## config.mk

```make
export PLATFORM = sky130hd
export DESIGN_NAME = lsu_mem_ctrl
export DESIGN_NICKNAME = d
export VERILOG_FILES = /design/src/rtl/lsu_mem_ctrl.sv
export SDC_FILE = /design/constraint.sdc
export NUM_CORES = 1
export LEC_CHECK = 0
export CAP_MARGIN = 5
export CORE_UTILIZATION = 48
export CTS_CLUSTER_SIZE = 24
export DETAILED_ROUTE_END_ITERATION = 16
export PLACE_DENSITY = 0.89
export SKIP_LAST_GASP = 1
export SLEW_MARGIN = 20
export SYNTH_ARGS = -nofsm -noshare
export SYNTH_HDL_FRONTEND = slang
export SYNTH_SLANG_ARGS = --single-unit
export TNS_END_PERCENT = 30
```

## constraint.sdc

```tcl
create_clock -name i_clk -period 3.45 [get_ports i_clk]
set_clock_uncertainty 0.1 [all_clocks]
set_input_delay 0.69 -clock i_clk [delete_from_list [all_inputs] [get_ports i_clk]]
set_output_delay 0.69 -clock i_clk [all_outputs]
set_load 0.01 [all_outputs]
```

## src/rtl/lsu_mem_ctrl.sv

```systemverilog
// lsu_mem_ctrl: MEM-stage load/store initiator issuing one single-cycle access to byte-addressed data memory.
// Define LSU_MISALIGN_TRAP_EN to fault misaligned half/word accesses instead of issuing them.
module lsu_mem_ctrl #(
    parameter int DMEM_ADDR  = 13,
    parameter int DMEM_DEPTH = 201,
    parameter int CNT_W      = 16
) (
    input  logic                 i_clk,
    input  logic                 i_rst_n,
    input  logic                 i_req_valid,
    output logic                 o_req_ready,
    input  logic                 i_req_we,
    input  logic [31:0]          i_req_addr,
    input  logic [31:0]          i_req_wdata,
    input  logic [2:0]           i_req_funct,
    output logic [DMEM_ADDR-1:0] o_lsu_addr,
    output logic                 o_penable,
    output logic                 o_pwrite,
    output logic [31:0]          o_pwdata,
    output logic [2:0]           o_pfunct_code,
    input  logic [31:0]          i_prdata,
    output logic                 o_rsp_valid,
    input  logic                 i_rsp_ready,
    output logic [31:0]          o_rsp_rdata,
    output logic                 o_rsp_err,
    output logic [CNT_W-1:0]     o_load_cnt,
    output logic [CNT_W-1:0]     o_store_cnt
);
    localparam logic [1:0] IDLE = 2'd0, ACCESS = 2'd1, RESP = 2'd2;
    logic [1:0]           state;
    logic                 r_we, err;
    logic [DMEM_ADDR-1:0] r_addr;
    logic [31:0]          r_wdata, rdata;
    logic [2:0]           r_funct;
    logic [CNT_W-1:0]     load_cnt, store_cnt;
    logic                 funct_ok, range_ok, align_ok, req_ok;
    logic [32:0]          last_byte;
    always_comb begin
        funct_ok  = i_req_we ? (!i_req_funct[2] && i_req_funct[1:0] != 2'b11)
                             : (i_req_funct[1:0] != 2'b11 && i_req_funct[2:1] != 2'b11);
        // full 32-bit address plus access size, so wrap-around near 2^32 still faults
        last_byte = {1'b0, i_req_addr} + (i_req_funct[1] ? 33'd3 : i_req_funct[0] ? 33'd1 : 33'd0);
        range_ok  = last_byte < 33'(DMEM_DEPTH);
`ifdef LSU_MISALIGN_TRAP_EN
        align_ok  = !(i_req_funct[1] ? |i_req_addr[1:0] : (i_req_funct[0] & i_req_addr[0]));
`else
        align_ok  = 1'b1;
`endif
        req_ok    = funct_ok && range_ok && align_ok;
    end
    always_ff @(posedge i_clk or negedge i_rst_n) begin
        if (!i_rst_n) begin
            state     <= IDLE;
            r_we      <= 1'b0;
            r_addr    <= '0;
            r_wdata   <= '0;
            r_funct   <= '0;
            rdata     <= '0;
            err       <= 1'b0;
            load_cnt  <= '0;
            store_cnt <= '0;
        end else begin
            case (state)
                IDLE: if (i_req_valid) begin
                    r_we    <= i_req_we;
                    r_addr  <= i_req_addr[DMEM_ADDR-1:0];
                    r_wdata <= i_req_wdata;
                    r_funct <= i_req_funct;
                    rdata   <= '0;
                    err     <= !req_ok;
                    state   <= req_ok ? ACCESS : RESP;
                end
                ACCESS: begin
                    rdata <= r_we ? '0 : i_prdata;
                    state <= RESP;
                end
                RESP: if (i_rsp_ready) begin
                    state <= IDLE;
                    if (!err && r_we && !(&store_cnt)) store_cnt <= store_cnt + 1'b1;
                    if (!err && !r_we && !(&load_cnt)) load_cnt <= load_cnt + 1'b1;
                end
                default: state <= IDLE;
            endcase
        end
    end
    assign o_req_ready   = state == IDLE;
    assign o_penable     = state == ACCESS;
    assign o_pwrite      = o_penable && r_we;
    assign o_lsu_addr    = o_penable ? r_addr : '0;
    assign o_pwdata      = o_penable ? r_wdata : '0;
    assign o_pfunct_code = o_penable ? r_funct : '0;
    assign o_rsp_valid   = state == RESP;
    assign o_rsp_rdata   = o_rsp_valid ? rdata : '0;
    assign o_rsp_err     = o_rsp_valid && err;
    assign o_load_cnt    = load_cnt;
    assign o_store_cnt   = store_cnt;
endmodule
```

==> impl_metrics.toml, run 1 <==
[critical_path]
cp_max_fo = 4
path_cells = "clkdlybuf4s50_1 -> or2_2 -> ha_2 -> inv_1 -> fa_2 -> buf_4 -> and4b_1 -> nand4_1 -> o31ai_2 -> o311ai_2 -> a211oi_2 -> nand4_1 -> buf_4 -> nor2_1"
crit_family = "buffers and inverters"
end_kind = "flip-flop"
cpPeakStageDelay_ps = 480
cp.required_ps = 3680
worst-setup-path-type = "input port to flip-flop"
arrival_ps = 3560
r2r_cells = 8
crit_buf_inv = 4
start_kind = "input port"
crit_slowest_cell = "clkdlybuf4s50_1"
crit_cells = 14

[floorplan]
die_w_um = 113
rows = 40
initial_utilization = 0.493
coreArea_mm2 = 0.0120
die_h_um = 113
die-area_mm2 = 0.0128
ios = 221

[layout]
utilization = 0.766
drive_gt1_frac = 0.177
design_area_mm2 = 0.00920
syn2layout_area_growth_pct = 55.4
layout.nets = 908

[logic_synthesis]
syn-num-nets = 650
ys_seq_area_frac = 0.490
syn-cell-area_mm2 = 0.00592
synth-edff-count = 0
ys_ff_latch = 116
netlist_instances = 541
async_flop_share = 1.00
synth-main-ff-cell = "dfrtp_1"
yosys.area.top_type = "dfrtp_1"
synth_top_area_share = 0.490
synthTopCellsByArea = "dfrtp_1 (49%), mux2_2 (9.9%), and2_1 (9.0%)"
syn_area_per_cell_um2 = 10.9
yosysMostFrequentCell = "dfrtp_1"
yosysWarningCount = 0
synth_common_cells = "dfrtp_1 (116), and2_1 (85), mux2_2 (52)"
ys_types = 57

[sta]
min_period_ps = 3320
min_period_over_period = 0.962
finalMaxSlewViolations = 0
setup_viol = 0
slew_headroom = 0.461
fmax_mhz = 301
worst_slew_pin_slew_ps = 808
hold_viol = 0

[clock_network]
clk_path_buf_depth = 2
cts_made_buffers = 17
cts_tree = "built"
h-tree-depth = 4
clk_pin_slew_ps = 60
clockRootBuffer = "clkbuf_16"
clk_latency_ps = 410
cts_sinks = 116
cts_hold_buf = 0

[pwr]
clkPwrFrac = 0.456
swShare = 0.247
p_switching_mw = 0.943
pwr-share-comb = 0.134
power_frac_seq = 0.410
cellInternalPower_mw = 2.88
vdd_drop_max_mv = 0.420
p_leak_nw = 3.91
power_density_mw_per_mm2 = 416

[route]
first_iter_violations = 326
drc = 0
wirelength_mm = 17.7
vias = 5416
wire_per_inst_um = 18.5
viasPerCell = 5.64
ant_nets = 0
drtPass1Iterations = 5

[place]
dp_hpwl_mm = 12.8
dpl-instance-area_mm2 = 0.00856
routabilityCongestion = 0.839
portBuffers = 220

[grt]
grt_pass1_vias = 5506
antenna_found_initial = 0
grt_use_total = 0.286
grt_max_degree = 64
grt_pass1_wl_mm = 28.3
overflow = 0

[hold_path]
hold_path.class = "input port to async pin"

[job]
maxCapViolations = 0

[outcome]
status = "finished clean"
power by group through the flow:
stage / clock network [mW] / logic, mW / registers, mW
6_report: 1.75 / 0.514 / 1.57
5_1_grt: 1.85 / 0.555 / 1.59
4_1_cts: 1.77 / 0.514 / 1.57
3_5_place_dp: 0 / 0.509 / 1.59
3_3_place_gp: 0 / 0.491 / 1.58
2_1_floorplan: 0 / 0.237 / 1.57
through the flow:
stage	power, mW	instances	setup WS [ps]	hold WS, ps	TNS, ps
global route	3.99	959	-51.8	309	-130
CTS	3.86	958	24.0	279	0
floorplan	1.80	541	372	294	0
detailed placement	2.10	926	-415	382	-1080
finish	3.83	960	129	254	0
global placement	2.07	926	-282	378	-687
kinds of logic after synthesis:
family | Yosys count | share of synthesized area
AOI/OAI and AO/OA | 75 | 0.101
DFF | 116 | 0.490
xor gates and xnor gates | 35 | 0.0518
adders and majority gates | 5 | 0.0118
muxes | 53 | 0.101
buffers and inverters | 36 | 0.0235
and+or+nand+nor | 221 | 0.221
routing by layer:
metal,track usage,up-vias,share of wire
met5,0,-,0
met4,0.146,0,0.036
met3,0.0702,43,0.055
met2,0.488,224,0.51
met1,0.337,2668,0.40
li1,-,2481,-
worst paths after layout:
path                                 startpoint               to  slack, ps
worst max-delay path             i_req_funct[1]         state[0]        130
worst min-delay path                    i_rst_n        rdata[11]        250
max in group asynchronous               i_rst_n    o_load_cnt[4]       2200
min in group i_clk              o_store_cnt[10]  o_store_cnt[10]        390
worst max register to register         state[0]  o_store_cnt[10]        800
worst min register to register  o_store_cnt[10]  o_store_cnt[10]        390
repair_timing:
| action | in CTS | in global routing |
|---|---|---|
| resized for setup | 0 | 10 |
| buffers inserted | 0 | 1 |
| endpoints found under the setup margin | 0 | 3 |
layout make-up:
| type | count | area (µm²) |
|---|---|---|
| repair buffers | 264 | 2540 |
| clock buffers | 18 | 439 |
| flip-flops and latches | 116 | 2900 |
| clock inverters | 14 | 154 |
| diodes | 1 | 2.50 |
| fillers | 759 | 2810 |
| multi-input cells | 389 | 2930 |
| well taps | 147 | 184 |
| inverters | 11 | 41.3 |
flip-flops by register name, summed over array words and instances (netlist names):
name	cells
r_addr	13
o_load_cnt	16
o_store_cnt	16
r_wdata	32
rdata	32
r_funct	3
err	1
state	2
r_we	1
cells in the final DEF (no fill, tap or decap), drive strengths merged, types with 4 or more instances in the layout:
cell type / instances
clkinv: 7
xnor2: 23
buf: 45
ha: 4
clkbuf: 18
a211oi: 4
nor4: 6
mux2: 52
a22o: 33
or3: 4
a21oi: 4
nor3: 5
nand2: 21
o21ai: 7
and4: 6
dfrtp: 116
nand4: 22
nor2: 23
inv: 13
nor2b: 4
clkdlybuf4s50: 218
and3: 12
and2: 85
xor2: 12
nand3: 18
Note: power is estimated with default switching activity, not from simulation.
==> run 2: changes to the inputs <==
CTS_CLUSTER_SIZE = 8   (was 24)
GPL_TIMING_DRIVEN = 0   (was default)
==> impl_metrics.toml, run 2 (synthesis gave the netlist of run 1 again) <==
[critical_path]
critPathLaunch = "i_req_addr[1]"
r2r_cells = 8
worst-setup-path-type = "input port to flip-flop"
start_kind = "input port"
worstReg2RegStart = "state[0]"
reg2reg_slack_ps = 710
critPathCapture = "state[1]"
end_kind = "flip-flop"
cp.required_ps = 3640
arrival_ps = 3510
r2r-end = "o_load_cnt[14]"
cp_max_fo = 4

[grt]
antenna_found_initial = 0
use_met1 = 0.333
grtUsageMet3 = 0.0777
grt_pass1_vias = 5420
grt_max_degree = 66
grt_pass1_wl_mm = 27.8
grt-busiest-layer = "met2"
overflow = 0
use_met2 = 0.479
grt_use_total = 0.281

[outcome]
status = "finished clean"

[sta]
hold_viol = 0
fmax_mhz = 301
min_period_over_period = 0.962
finalMaxSlewViolations = 0
worst_slew_pin_slew_ps = 720
setup_viol = 0
holdWs_ps = 124
min_period_ps = 3320
slew_headroom = 0.516

[route]
first_iter_violations = 316
viasPerCell = 5.64
drc = 0
vias = 5310
wire_per_inst_um = 18.5
wirelength_mm = 17.5
ant_nets = 0
drtPass1Iterations = 5

[floorplan]
die-area_mm2 = 0.0128
die_w_um = 113
die_h_um = 113
coreArea_mm2 = 0.0120
ios = 221
rows = 40
initial_utilization = 0.493

[place]
portBuffers = 218
dp_hpwl_mm = 13.2
routabilityCongestion = 0.882
dpl-instance-area_mm2 = 0.00832

[clock_network]
clk_latency_ps = 410
clockRootBuffer = "clkbuf_16"
h-tree-depth = 4
cts_hold_buf = 0
cts_sinks = 116
cts_tree = "built"
clk_pin_slew_ps = 60
cts_made_buffers = 17
clk_path_buf_depth = 2

[pwr]
power_frac_seq = 0.421
pwr-share-comb = 0.134
clkPwrFrac = 0.446
swShare = 0.243
cellInternalPower_mw = 2.83
power_density_mw_per_mm2 = 413
vdd_drop_max_mv = 0.507
p_leak_nw = 3.79
p_switching_mw = 0.906

[layout]
layout.cells.most_common = "clkdlybuf4s50_1"
register_area_mm2 = 0.00290
drive_gt1_frac = 0.143
top_regs = "r_wdata (32), rdata (32)"
insertedDiodeCount = 0
fillers = 786
layout.nets = 892
multi_input_area_mm2 = 0.00300
utilization = 0.753
syn2layout_area_growth_pct = 52.7
design_area_mm2 = 0.00904
final_cell_mix = "clkdlybuf4s50_1 (212), dfrtp_1 (116), and2_1 (85)"

[hold_path]
hold_path.class = "input port to async pin"

[job]
maxCapViolations = 0
## run 2: changes by cell type in the layout (fill, tap and decap cells not counted), moves of 3 or more
cell | before | now
buf_4 | 44 | 3
clkbuf_1 | 0 | 22
clkdlybuf4s50_1 | 218 | 212
clkinv_2 | 2 | 6
clkinv_4 | 5 | 1
buf_2 | 0 | 3
dlymetal6s2s_1 | 1 | 4
## run 2: worst min-delay path by stage
stage / from / end / slack [ps] / cells past startpoint
floorplan: i_rst_n / err / 290 / 0
global placement: o_store_cnt[6] / o_store_cnt[6] / 370 / 1
finish: i_rst_n / o_store_cnt[13] / 120 / 1
detailed placement: rdata[8] / rdata[8] / 380 / 1
global route: i_rst_n / o_store_cnt[10] / 150 / 1
CTS: i_rst_n / o_store_cnt[13] / 130 / 1
## run 2: layout make-up
type                            instances  area share
Timing Repair Buffer                  223       0.249
Multi-Input combinational cell        389       0.332
Clock buffer                           17      0.0471
Tap cell                              147      0.0203
Inverter                               11     0.00457
Sequential cell                       116       0.321
Buffer                                 25      0.0108
Clock inverter                         14      0.0152
## run 2: power by group through the flow
stage	clock network [mW]	registers (mW)	logic (mW)
after global routing	1.77	1.58	0.541
after detailed placement	0	1.59	0.487
final	1.66	1.57	0.500
after global placement	0	1.58	0.460
after floorplan	0	1.57	0.237
after CTS	1.70	1.57	0.492
## run 2: per-stage QoR
step	instances	worst slack, ps	TNS, ps	power (mW)
6_report	942	132	0	3.73
5_1_grt	942	-18.7	-23.8	3.89
4_1_cts	941	3.47	0	3.76
3_5_place_dp	907	-803	-2230	2.08
3_3_place_gp	906	-2660	-309180	2.04
2_1_floorplan	541	372	0	1.80
## run 2: layer usage
metal	wire length, µm	vias to the layer above
met5	0	-
met2	8920	231
met3	1080	36
met4	407	0
li1	-	2432
met1	7040	2611
## run 2: worst max-delay path, stage by stage
cell             delay [ps]
clkdlybuf4s50_1         570
inv_1                   100
fa_2                    430
and4b_1                 310
nand4_1                 220
o31ai_2                 320
o311ai_2                170
a211oi_2                240
nand4_1                 210
a22o_1                  250
## run 2: what timing repair did
action / in CTS / in global routing
pin swaps: 3 / 5
gates resized for setup: 6 / 25
buffers inserted: 3 / 1
setup endpoints to repair: 3 / 3
hold endpoints to repair: 0 / 0
==> run 3: changes to the inputs <==
ABC_AREA = 1   (was default)
CORE_UTILIZATION = 50   (was 48)
==> impl_metrics.toml, run 3 <==
[layout]
layout.cells.most_common = "nand2_1"
insertedDiodeCount = 0
top_regs = "r_wdata (32), rdata (32)"
final_cell_mix = "nand2_1 (222), clkdlybuf4s50_1 (219), inv_1 (161)"
syn2layout_area_growth_pct = 45.8
layout.nets = 1305
drive_gt1_frac = 0.0554

[sta]
setup_viol = 0
min_period_over_period = 0.945
worst_slew_pin_slew_ps = 661
finalMaxSlewViolations = 0
fmax_mhz = 307
slew_headroom = 0.557
hold_viol = 0
rsz0062_at_grt = "false"
fin_setup_tns_ps = 0
min_period_ps = 3260
fin_ws_ps = 191

[logic_synthesis]
netlist_instances = 956
synth-adder-area-share = 0.0105
yosysWarningCount = 0
yosysMostFrequentCell = "nand2_1"
syn-num-nets = 1065
synth_xor_area_frac = 0.0405
synth-edff-count = 0
syn-cell-area_mm2 = 0.00670
async_flop_share = 1.00
ys_ff_latch = 116
synth_common_cells = "nand2_1 (222), inv_1 (161), nor2_1 (160)"
ys_types = 33
synth_top_area_share = 0.433
synth_compound_area_frac = 0.0713
ys_seq_area_frac = 0.433
synthSimpleGateAreaFrac = 0.334
yosys.area.top_type = "dfrtp_1"
synth-main-ff-cell = "dfrtp_1"
synthMuxAreaShare = 0.00168
synth_top_family_by_area = "simple AND/OR/NAND/NOR gates"
synthTopCellsByArea = "dfrtp_1 (43%), nand2_1 (12%), inv_1 (9.0%)"
syn_area_per_cell_um2 = 7.01

[clock_network]
clk_latency_ps = 420
cts_hold_buf = 0
clk_path_buf_depth = 2
clockRootBuffer = "clkbuf_16"
h-tree-depth = 4
post_cts_buffers = 0
cts_made_buffers = 17
cts_sinks = 116
clk_pin_slew_ps = 60
cts_tree = "built"
post_cts_resized = 2

[floorplan]
rows = 41
die-area_mm2 = 0.0139
die_h_um = 118
die_w_um = 118
initial_utilization = 0.522
ios = 221
coreArea_mm2 = 0.0128

[route]
drtPass1Iterations = 5
viasPerCell = 5.09
vias = 7026
wire_per_inst_um = 14.6
first_iter_violations = 549
drc = 0
wirelength_mm = 20.2
ant_nets = 0

[grt]
grt_pass1_wl_mm = 32.7
grt_use_total = 0.300
antenna_found_initial = 0
grt_max_degree = 71
grt_pass1_vias = 6591
overflow = 0

[pwr]
vdd_drop_max_mv = 0.305
power_density_mw_per_mm2 = 425
p_leak_nw = 4.52

[place]
routabilityCongestion = 0.905
dp_hpwl_mm = 14.9
place_ws_ps = -180
portBuffers = 220

[critical_path]
start_kind = "flip-flop"
r2r_cells = 7
arrival_ps = 2470
r2r-end = "r_funct[0]"
cp.required_ps = 2660
worst-setup-path-type = "flip-flop to output port"
end_kind = "output port"
cp_max_fo = 10
critPathLaunch = "state[0]"
worstReg2RegStart = "state[1]"
reg2reg_slack_ps = 1140

[outcome]
status = "finished clean"

[hold_path]
hold_path.class = "input port to async pin"

[job]
maxCapViolations = 0
-- run 3: changes by cell type after synthesis, sizes merged, moves of 33 or more --
cell   previous run  this run
and2             85         0
o21ai             7        89
nor2             23       173
nand2            21       229
inv              11       162
nand3            18        79
mux2             52         1
a22o             33         0
-- run 3: kinds of logic after synthesis --
kind of cell | count (synthesis)
DFF | 116
AOI/OAI and AO/OA | 95
adders and majority gates | 5
xor gates and xnor gates | 31
and+or+nand+nor | 515
muxes | 1
buffers and inverters | 193
-- run 3: worst max-delay path by stage --
| stage | cells past startpoint | end | slack (ps) |
|---|---|---|---|
| 2_1_floorplan | 18 | state[1] | 760 |
| 4_1_cts | 7 | o_pwdata[28] | 30 |
| 5_1_grt | 7 | o_pwdata[28] | 30 |
| 3_3_place_gp | 1 | rdata[28] | -2810 |
| 6_report | 7 | o_pwdata[28] | 190 |
| 3_5_place_dp | 19 | state[1] | -180 |
-- run 3: routing by layer --
metal  track usage  wire length [µm]
met1         0.380              8440
met2         0.511             10100
met3        0.0504              1270
met4         0.118               449
met5             0                 0
-- run 3: area by class of cell --
class,instances,area (µm²)
Buffer,27,105
Inverter,166,623
Clock inverter,13,156
Fill cell,929,3060
Tap cell,172,215
Timing Repair Buffer,221,2230
Sequential cell,116,2900
Clock buffer,19,453
Multi-Input combinational cell,647,3080
-- run 3: worst max-delay path, cell delays in order (launching register included) --
cell             delay, ps
dfrtp_2                440
inv_1                   90
nor2_4                 200
inv_2                  110
clkbuf_1               240
clkbuf_2               250
nor2_1                 140
clkdlybuf4s50_1        580
-- run 3: report_power, final --
group	internal (mW)	switching (mW)	total [mW]
Clock	1.17	0.641	1.81
Combinational	0.314	0.424	0.738
Sequential	1.52	0.0865	1.61
-- run 3: through the flow --
stage	cell area, µm²	hold WS (ps)	cells	util	power, mW
2_1_floorplan	6700	294	956	-	1.97
3_3_place_gp	9120	380	1348	0.711	2.32
3_5_place_dp	9150	386	1349	0.713	2.35
4_1_cts	9760	200	1381	0.761	4.16
5_1_grt	9770	215	1381	0.761	4.33
6_report	9770	169	1381	0.761	4.15
